$ cat src/rtl/iir_coef_loader.sv
// Coefficient/order loader for the cascaded IIR filter: stages writes in a shadow
// bank, validates on the last beat, then commits atomically behind a filter flush.
module iir_coef_loader #(
  parameter int W            = 16,
  parameter int FLUSH_CYCLES = 4
) (
  input  logic         clk,
  input  logic         reset,
  input  logic         cfg_valid,
  output logic         cfg_ready,
  input  logic [2:0]   cfg_addr,
  input  logic [W-1:0] cfg_data,
  input  logic         cfg_last,
  input  logic         err_clr,
  output logic [W-1:0] b0,
  output logic [W-1:0] b1,
  output logic [W-1:0] b2,
  output logic [W-1:0] a1,
  output logic [W-1:0] a2,
  output logic [W-1:0] a3,
  output logic [3:0]   order,
  output logic         filt_reset,
  output logic         commit_done,
  output logic         cfg_err
);

  typedef enum logic [1:0] {LOAD, CHECK, FLUSH} state_e;

  localparam logic [7:0] FLUSH_INIT = 8'(FLUSH_CYCLES - 1);

  state_e              state_q, state_d;
  logic [5:0][W-1:0]   sh_coef_q, sh_coef_d;
  logic [5:0][W-1:0]   act_coef_q, act_coef_d;
  logic [3:0]          sh_order_q, sh_order_d;
  logic [3:0]          act_order_q, act_order_d;
  logic [7:0]          cnt_q, cnt_d;
  logic                filt_reset_q, filt_reset_d;
  logic                commit_done_q, commit_done_d;
  logic                cfg_err_q, cfg_err_d;
  logic                bad_txn_q, bad_txn_d;
  logic                accept;
  logic                order_ok;

  // filt_reset_q is only low during reset and FLUSH, so gating LOAD with it keeps
  // ready low until the first edge after reset release without a separate flop.
  assign cfg_ready = (state_q == LOAD) && filt_reset_q;
  assign accept    = cfg_valid && cfg_ready;
  assign order_ok  = (sh_order_q >= 4'd1) && (sh_order_q <= 4'd3);

  always_comb begin
    state_d       = state_q;
    sh_coef_d     = sh_coef_q;
    act_coef_d    = act_coef_q;
    sh_order_d    = sh_order_q;
    act_order_d   = act_order_q;
    cnt_d         = cnt_q;
    filt_reset_d  = filt_reset_q;
    commit_done_d = 1'b0;
    cfg_err_d     = cfg_err_q && !err_clr;
    bad_txn_d     = bad_txn_q;
    case (state_q)
      LOAD: begin
        filt_reset_d = 1'b1;
        if (accept) begin
          if (cfg_addr == 3'd7) bad_txn_d = 1'b1;
          else if (cfg_addr == 3'd6) sh_order_d = cfg_data[3:0];
          for (int i = 0; i < 6; i++)
            if (cfg_addr == 3'(i)) sh_coef_d[i] = cfg_data;
          if (cfg_last) state_d = CHECK;
        end
      end
      CHECK: begin
        bad_txn_d = 1'b0;
        if (!bad_txn_q && order_ok) begin
          act_coef_d   = sh_coef_q;
          act_order_d  = sh_order_q;
          filt_reset_d = 1'b0;
          cnt_d        = FLUSH_INIT;
          state_d      = FLUSH;
        end else begin
          // set wins over a simultaneous err_clr
          cfg_err_d  = 1'b1;
          sh_coef_d  = act_coef_q;
          sh_order_d = act_order_q;
          state_d    = LOAD;
        end
      end
      FLUSH: begin
        if (cnt_q == 8'd0) begin
          filt_reset_d  = 1'b1;
          commit_done_d = 1'b1;
          state_d       = LOAD;
        end else begin
          cnt_d = cnt_q - 8'd1;
        end
      end
      default: state_d = LOAD;
    endcase
  end

  always_ff @(posedge clk) begin
    if (!reset) begin
      state_q       <= LOAD;
      sh_coef_q     <= '0;
      act_coef_q    <= '0;
      sh_order_q    <= '0;
      act_order_q   <= '0;
      cnt_q         <= '0;
      filt_reset_q  <= 1'b0;
      commit_done_q <= 1'b0;
      cfg_err_q     <= 1'b0;
      bad_txn_q     <= 1'b0;
    end else begin
      state_q       <= state_d;
      sh_coef_q     <= sh_coef_d;
      act_coef_q    <= act_coef_d;
      sh_order_q    <= sh_order_d;
      act_order_q   <= act_order_d;
      cnt_q         <= cnt_d;
      filt_reset_q  <= filt_reset_d;
      commit_done_q <= commit_done_d;
      cfg_err_q     <= cfg_err_d;
      bad_txn_q     <= bad_txn_d;
    end
  end

  assign b0          = act_coef_q[0];
  assign b1          = act_coef_q[1];
  assign b2          = act_coef_q[2];
  assign a1          = act_coef_q[3];
  assign a2          = act_coef_q[4];
  assign a3          = act_coef_q[5];
  assign order       = act_order_q;
  assign filt_reset  = filt_reset_q;
  assign commit_done = commit_done_q;
  assign cfg_err     = cfg_err_q;

endmodule

$ cat config.mk
export PLATFORM = sky130hd
export DESIGN_NAME = iir_coef_loader
export DESIGN_NICKNAME = d
export VERILOG_FILES = /design/src/rtl/iir_coef_loader.sv
export SDC_FILE = /design/constraint.sdc
export NUM_CORES = 1
export LEC_CHECK = 0
export BUFFER_PORTS_ARGS = -buffer_cell sky130_fd_sc_hd__buf_2
export CELL_PAD_IN_SITES_DETAIL_PLACEMENT = 1
export CELL_PAD_IN_SITES_GLOBAL_PLACEMENT = 1
export CORE_UTILIZATION = 35
export DETAILED_ROUTE_END_ITERATION = 16
export GPL_ROUTABILITY_DRIVEN = 0
export MAX_ROUTING_LAYER = met4
export PLACE_DENSITY = 0.64
export SLEW_MARGIN = 20
export SYNTH_ARGS = -nofsm -noshare
export SYNTH_HDL_FRONTEND = slang
export SYNTH_SLANG_ARGS = --single-unit
$ cat constraint.sdc
create_clock -name clk -period 2.3 [get_ports clk]
set_clock_uncertainty 0.15 [all_clocks]
set_input_delay 0.23 -clock clk [delete_from_list [all_inputs] [get_ports clk]]
set_output_delay 0.23 -clock clk [all_outputs]
set_load 0.03 [all_outputs]
-- Yosys cells after proc, flatten, opt, wreduce, memory -nomap -nowiden
Cells that the tools add are included.
- reduce and logical (&&, ||, !) cells: 25
- add/subtract/negate cells: 1
- $lt $le $gt $ge: 2
- equality and inequality tests: 23
- mux-type cells: 31
- operators with widths (kind ; number):
    two-way mux 96 bit ; 2
    case mux 96 bit (2 select lines) ; 1
    two-way mux 16 bit ; 6
    AND reduction 3 bit ; 10
    two-way mux 4 bit ; 4
    two-way mux 8 bit ; 2
    != test 2 x 1 -> 1 bit, second input constant ; 8
    case mux 8 bit (2 select lines) ; 1
    equality test 3 bit, second input constant ; 4
    != test 2 bit, second input constant ; 6
    zero test 8 bit ; 1
    two-way mux 2 bit ; 4
    case mux 4 bit (2 select lines) ; 1
    subtractor 8 x 1 -> 8 bit, second input constant ; 1
    two-way mux 1 bit ; 7
    equality test 3 x 2 -> 1 bit, second input constant ; 2
    case mux 2 bit (3 select lines) ; 1
    logical AND 1 bit ; 5
    >= comparator 4 x 1 -> 1 bit, second input constant ; 1
    less-or-equal comparator 4 x 2 -> 1 bit, second input constant ; 1
    AND reduction 4 bit ; 1
    nonzero test 2 bit ; 2
    equality test 3 x 1 -> 1 bit, second input constant ; 1
    zero test 3 bit ; 1
    other kinds (8) ; 9
- input bits: 24
- output and inout bits: 104
- bits in registers: 214
- logic and storage cells: 102

-- Depth between registers and ports, before layout
Gate-level depths: netlist of run 1.
- depth after elaboration: 5
- depth in mapped cells: 9
- depth with buffers taken out: 6

-- Least setup slack after synthesis of run 1
OpenSTA, ideal clock, no wires.
- path kind: register to register
- start: reg filt_reset_q (netlist: filt_reset)
- end: reg sh_coef_q[10] (netlist name)
- cell stages (with the launch flop): 7
- setup time: 0.070 ns
- path slack: 0.356 ns
- required time: 2.080 ns
- buffers on the path: 2
- data arrival time: 1.723 ns
- path through: dfxtp_1 a21oi_1 nor2_2 buf_2 nand4_1 buf_2 o2bb2ai_1
- cells in the longest elaborated chain, start to end: 4
- RTL lines (item ; line ; source):
    start, declared ; 37 ; logic filt_reset_q, filt_reset_d;
    start signal, assigned ; 120 ; filt_reset_q <= filt_reset_d;
    logical AND 1 bit ; 46 ; assign cfg_ready = (state_q == LOAD) && filt_reset_q;
    logical AND 1 bit ; 47 ; assign accept = cfg_valid && cfg_ready;
    != test 2 bit (no line) ; n/a ;
    AND reduction 3 bit (no line) ; n/a ;
    end signal, assigned ; 115 ; sh_coef_q <= sh_coef_d;
    end, declared ; 32 ; logic [5:0][W-1:0] sh_coef_q, sh_coef_d;
No other way between the ends.
A chain may end at the register's enable or synchronous reset.

-- Worst setup path in the final report of run 1
- start: reg state_q[0]
- end: out cfg_ready
- cells in the longest elaborated chain, start to end: 2
- RTL lines (item ; line ; source):
    start, declared ; 31 ; state_e state_q, state_d;
    start signal, assigned ; 114 ; state_q <= state_d;
    zero test 2 bit ; 46 ;
    logical AND 1 bit ; 46 ;
    end, declared ; 10 ; output logic cfg_ready,
No other way between the ends.

==> impl_metrics.py, run 1 <==
metrics = {
    "detailed_routing": {
        "vias": 7119,
        "drc": 0,
        "drt_iter0_drc": 387,
        "postRouteAntennaNets": 0,
        "drt_first_pass_iters": 4,
        "wl_per_cell_um": 19.6,
        "via_per_inst": 5.34,
        "wirelength_um": 26200,
    },
    "placement": {
        "hpwlAfterDp_um": 16400,
        "dp.cells": 1283,
        "io_buffers": 127,
        "placed_cell_area_sq_um": 9060,
        "pre_cts_slack_ns": 0.341,
    },
    "worst_setup_path": {
        "critical_path.cell_chain": "or3b_2 > inv_1 > buf_2",
        "crit_end": "cfg_ready",
        "endpoint_kind": "output pin",
        "start_kind": "flip-flop",
        "startpoint": "state_q[0]",
        "slowest_stage": "or3b_2",
        "rr_endpoint": "sh_coef_q[79]",
        "cp_max_fo": 11,
        "crit_required_ns": 1.92,
        "critical-path-max-stage-delay_ns": 0.59,
        "arrival_ns": 1.78,
        "reg2reg_from": "state_q[0]",
        "reg2regPathDepth": 5,
        "path_class": "reg -> out",
        "rrSetupSlack_ns": 0.29,
    },
    "power_and_ir_drop": {
        "comb_power_share_pct": 5.5,
        "total_power_mw": 7.97,
        "vdd_drop_max_v": 0.000451,
        "p_int_mw": 6.15,
        "power_leakage_nw": 3.75,
        "seq_power_share_pct": 47.4,
        "switching_share_pct": 22.7,
        "power_density_nw_per_um2": 805,
        "switchingPower_mw": 1.81,
        "clkPwrFrac_pct": 47.1,
    },
    "sta": {
        "fin_ws_ns": 0.138,
        "tightest_slew_ns": 0.568,
        "fin_crit_sh_pct": 94.0,
        "setup_tns_ns": 0,
        "slew-limit-headroom_pct": 62.2,
        "slew_violations": 0,
        "setup_viol": 0,
        "fmax_mhz": 462,
        "hold_viol": 0,
        "fin_crit_ns": 2.16,
        "rsz0062_at_grt": "false",
        "hold_slack_ns": 0.0265,
    },
    "clock_tree": {
        "clock_sinks": 214,
        "clk_pin_slew_worst_paths_ns": 0.06,
        "cts_buffers": 24,
        "clk_latency_ns": 0.51,
        "cts_tree": "yes",
        "cts_max_path_buffers": 3,
        "root_buffer": "clkbuf_16",
        "htree_levels": 1,
    },
    "cells_and_area": {
        "layout.cells.non_filler": 1332,
        "final_util_pct": 43.9,
        "final_cell_mix": "214 x dfxtp_1, 200 x nand2_1, 197 x a21oi_1, 127 x buf_2, 93 x o2bb2ai_1",
        "postLayoutCellArea_sq_um": 9900,
        "drive_above_1_share_pct": 21.3,
        "nNetsFinal": 1057,
        "final_common_cell": "dfxtp_1",
        "area_delta_synth_final_pct": 23.5,
        "diodes": 0,
    },
    "logic_synthesis": {
        "synth-async-reset-ratio_pct": 0,
        "syn_area_sq_um": 8020,
        "synth_top_family_by_area": "compound AO/OA/AOI/OAI gates",
        "synth.distinct_cells": 48,
        "synth_adder_area_share_pct": 0.312,
        "avgSynthCellArea_sq_um": 8.84,
        "ys_top_cells_by_area": "dfxtp_1 53%, a21oi_1 12%, o2bb2ai_1 10%",
        "synth_xor_xnor_area_share_pct": 0.546,
        "synth-compound-area-share_pct": 26.7,
        "synth_edf_count": 0,
        "synth_top_area_share_pct": 53.4,
        "muxShareOfSynthArea_pct": 0,
        "syn_inst": 907,
        "synthFlopType": "dfxtp_1",
        "ys_warn_count": 0,
        "yosys.area.top_type": "dfxtp_1",
        "seq_area_frac_synth_pct": 53.4,
        "syn-num-nets": 933,
        "synth-simple-area-share_pct": 14.0,
        "ys_ff_latch": 214,
    },
    "global_route": {
        "track_usage_pct": 22.8,
        "grt-ovfl-total": 0,
        "antenna_found_initial": 0,
        "grt_max_degree": 57,
        "grt_pass1_wl_um": 41000,
        "grt_pass1_vias": 7095,
    },
    "worst_hold_path": {
        "hold_path_depth": 3,
        "worstHoldPathType": "in -> reg",
    },
    "die": {
        "initial_utilization_pct": 35.5,
        "num_rows": 55,
        "coreArea_sq_um": 22600,
        "dieArea_sq_um": 23500,
        "die_w_um": 153,
        "die_h_um": 153,
        "io_pins": 128,
    },
    "status": {
        "status": "finished clean",
    },
    "run": {
        "drv_cap": 0,
    },
}
==> power by group through the flow <==
stage / clock [mW] / sequential, mW / combinational, mW
CTS: 3.85 / 3.77 / 0.441
finish: 3.76 / 3.77 / 0.436
global route: 3.99 / 3.78 / 0.471
floorplan: 0 / 3.85 / 0.237
global placement: 0 / 3.85 / 0.423
detailed placement: 0 / 3.85 / 0.430
==> state kept, by name (all words and copies together), names as in the netlist, 2 cells and up <==
| register | count |
|---|---|
| a1 | 16 |
| a2 | 16 |
| a3 | 16 |
| b0 | 16 |
| b1 | 16 |
| b2 | 16 |
| cnt_q | 8 |
| order | 4 |
| sh_coef_q | 96 |
| sh_order_q | 4 |
| state_q | 2 |
==> area by class of cell <==
cell class / instances / area [sq um]
clock buffers: 40 / 732
clock inverters: 2 / 35.0
fillers: 2690 / 12700
inverters: 11 / 42.5
multi-input cells: 600 / 3350
flip-flops and latches: 214 / 4280
well taps: 285 / 357
repair buffers: 180 / 1100
==> Yosys cell counts (5+ instances only) <==
| cell type | count |
|---|---|
| a21oi_1 | 197 |
| a31oi_2 | 5 |
| inv_1 | 11 |
| buf_1 | 9 |
| o2bb2ai_1 | 93 |
| dfxtp_1 | 214 |
| and2_0 | 13 |
| a211oi_1 | 6 |
| nand2_1 | 200 |
| buf_2 | 27 |
| clkbuf_1 | 41 |
| xor2_1 | 5 |
| nor3_1 | 6 |
| nor2_1 | 13 |
==> worst max-delay path, delay by kind of cell, from the launching register on <==
kind	cells	cell delay, ns
buf+inv	2	0.27
flops	1	0.42
simple gates	1	0.59
==> per-layer routing <==
| layer | vias up | GRT usage, % | part of all wire (%) |
|---|---|---|---|
| met4 | 0 | 7.57 | 2.6 |
| met3 | 40 | 3.74 | 5.0 |
| met2 | 178 | 36.6 | 46 |
| met1 | 3472 | 29.1 | 46 |
| li1 | 3429 | - | - |
| met5 | - | - | 0 |
==> what timing repair did <==
| item | 4_1_cts | 5_1_grt |
|---|---|---|
| buffers inserted | 0 | 0 |
| endpoints found under the hold margin | 5 | 0 |
| hold buffers | 7 | 0 |
| gates resized for setup | 0 | 0 |
==> cell families (layout without fill, tap and decap cells) <==
kind of cell               count (synthesis)  count (layout)
AOI/OAI and AO/OA                        331             331
xor gates and xnor gates                   5               5
adders and majority gates                  2               2
buffers and inverters                     93             233
DFF                                      214             214
and+or+nand+nor                          262             262
==> worst min-delay path by stage <==
stage | start | to
finish | reset | b0[4]
global placement | sh_coef_q[59] | a1[11]
global route | reset | filt_reset
detailed placement | sh_coef_q[59] | a1[11]
CTS | reset | filt_reset
floorplan | cfg_valid | state_q[0]
Note: power is estimated with default switching activity, not from simulation.
==> inputs of run 2 (changes only) <==
--- a/config.mk
+++ b/config.mk
@@ -9,6 +9,7 @@
 export CELL_PAD_IN_SITES_DETAIL_PLACEMENT = 1
 export CELL_PAD_IN_SITES_GLOBAL_PLACEMENT = 1
 export CORE_UTILIZATION = 35
+export CTS_BUF_LIST = sky130_fd_sc_hd__clkbuf_8
 export DETAILED_ROUTE_END_ITERATION = 16
 export GPL_ROUTABILITY_DRIVEN = 0
 export MAX_ROUTING_LAYER = met4
==> constraint.sdc (replaced) <==
create_clock -name clk -period 2.3 [get_ports clk]
set_clock_uncertainty 0.15 [all_clocks]
set_input_delay 0.23 -clock clk [delete_from_list [all_inputs] [get_ports clk]]
set_output_delay 0.23 -clock clk [all_outputs]
set_load 0.05 [all_outputs]
==> run 2 against run 1 <==
  * Sequential power about the same
  * Via count up 1.8%
  * Clock power about the same
  * Global-route usage up 0.43 points
  * Flip-flop and latch count unchanged
  * Cell count up 2.0%
  * Die area unchanged
  * Cell area up 0.77%
  * Fmax down 2.5%
  * Total power up 0.53%
  * Critical path depth unchanged
  * Hold slack better by 0.053 ns
  * Largest power group is now clock
==> impl_metrics.py, run 2 (synthesis results as in run 1) <==
metrics = {
    "status": {
        "status": "finished clean",
    },
    "die": {
        "die_h_um": 153,
        "initial_utilization_pct": 35.5,
        "io_pins": 128,
        "coreArea_sq_um": 22600,
        "dieArea_sq_um": 23500,
        "num_rows": 55,
        "die_w_um": 153,
    },
    "clock_tree": {
        "cts_tree": "yes",
        "cts_setup_buffers": 0,
        "cts_buffers": 38,
        "root_buffer": "clkbuf_8",
        "clk_latency_ns": 0.53,
        "cts_max_path_buffers": 3,
        "clk_pin_slew_worst_paths_ns": 0.07,
        "htree_levels": 2,
        "clock_sinks": 214,
    },
    "cells_and_area": {
        "nNetsFinal": 1073,
        "final_cell_mix": "214 x dfxtp_1, 200 x nand2_1, 197 x a21oi_1, 126 x buf_2, 93 x o2bb2ai_1",
        "largest_register_ffs": 96,
        "top_register": "sh_coef_q",
        "ff_latch_area_sq_um": 4280,
        "multi_input_area_sq_um": 3350,
        "diodes": 0,
        "area_delta_synth_final_pct": 24.4,
        "drive_above_1_share_pct": 23.2,
        "fillCellCount": 2707,
        "final_common_cell": "dfxtp_1",
    },
    "global_route": {
        "met3_usage_pct": 4.20,
        "grt_util_met1_pct": 29.3,
        "grt-ovfl-total": 0,
        "grt_pass1_wl_um": 41500,
        "grt_max_degree": 57,
        "grtUsageMet2_pct": 36.9,
        "grt_pass1_vias": 7250,
        "grt_busiest_layer": "met2",
        "antenna_found_initial": 0,
        "track_usage_pct": 23.2,
    },
    "sta": {
        "rsz0062_at_grt": "false",
        "slew_violations": 0,
        "setup_viol": 0,
        "fin_crit_sh_pct": 96.5,
        "slew-limit-headroom_pct": 63.1,
        "tightest_slew_ns": 0.554,
        "fmax_mhz": 451,
        "setup_tns_ns": 0,
        "fin_crit_ns": 2.22,
        "hold_viol": 0,
    },
    "detailed_routing": {
        "drt_first_pass_iters": 4,
        "postRouteAntennaNets": 0,
        "drc": 0,
        "via_per_inst": 5.33,
        "wirelength_um": 26400,
        "vias": 7245,
        "drt_iter0_drc": 410,
        "wl_per_cell_um": 19.5,
    },
    "power_and_ir_drop": {
        "power_density_nw_per_um2": 803,
        "total_power_mw": 8.01,
        "vdd_drop_max_v": 0.000397,
        "power_leakage_nw": 3.84,
    },
    "worst_setup_path": {
        "start_kind": "flip-flop",
        "path_class": "reg -> out",
        "endpoint_kind": "output pin",
        "arrival_ns": 1.84,
        "crit_required_ns": 1.92,
        "cp_max_fo": 11,
    },
    "worst_hold_path": {
        "worstHoldPathType": "in -> reg",
    },
    "run": {
        "drv_cap": 0,
    },
    "placement": {
        "io_buffers": 127,
        "hpwlAfterDp_um": 16400,
    },
}
## run 2: timing repair
action | CTS | global route
endpoints found under the setup margin | 0 | 1
gates resized for setup | 0 | 1
hold buffers | 9 | 0
endpoints found under the hold margin | 10 | 0
## run 2: metal layers
layer	vias to the layer above	routed length, um
li1	3459	-
met1	3525	11800
met2	205	12100
met3	56	1770
met4	0	819
met5	-	0
## run 2: metrics by stage
step	area, sq um	instances	hold slack, ns	setup slack (ns)	util [%]
after floorplan	8020	907	0.206	0.195	-
after global placement	9060	1283	0.290	0.409	40.2
after detailed placement	9060	1283	0.296	0.341	40.2
after CTS	9970	1359	0.0485	0.0376	44.2
after global routing	9980	1359	0.132	0.00316	44.2
final	9980	1359	0.0791	0.0815	44.2
## run 2: cell type report
class                           count  share of cell area [%]
Multi-Input combinational cell    600                    33.6
Timing Repair Buffer              182                    11.3
Sequential cell                   214                    42.9
Tap cell                          285                    3.57
Clock inverter                     17                    1.33
Clock buffer                       50                    6.90
Inverter                           11                   0.426
## run 2: worst paths after layout
path	to	slack [ns]	cells past startpoint	startpoint
worst min register to register	a1[11]	0.30	2	sh_coef_q[59]
worst min-delay path	sh_coef_q[91]	0.08	4	cfg_valid
worst max-delay path	cfg_ready	0.08	3	state_q[0]
worst max register to register	sh_coef_q[95]	0.31	5	state_q[0]
## run 2: critical path, stage by stage (launching register included)
cell,delay [ns]
dfxtp_1,0.42
or3b_2,0.58
inv_1,0.08
clkbuf_4,0.22
## run 2: power breakdown
group	switching [mW]	total, mW	internal (mW)	leakage [nW]
registers	0.0247	3.77	3.75	1.73
logic	0.296	0.443	0.147	1.66
clock network	1.62	3.79	2.17	0.452
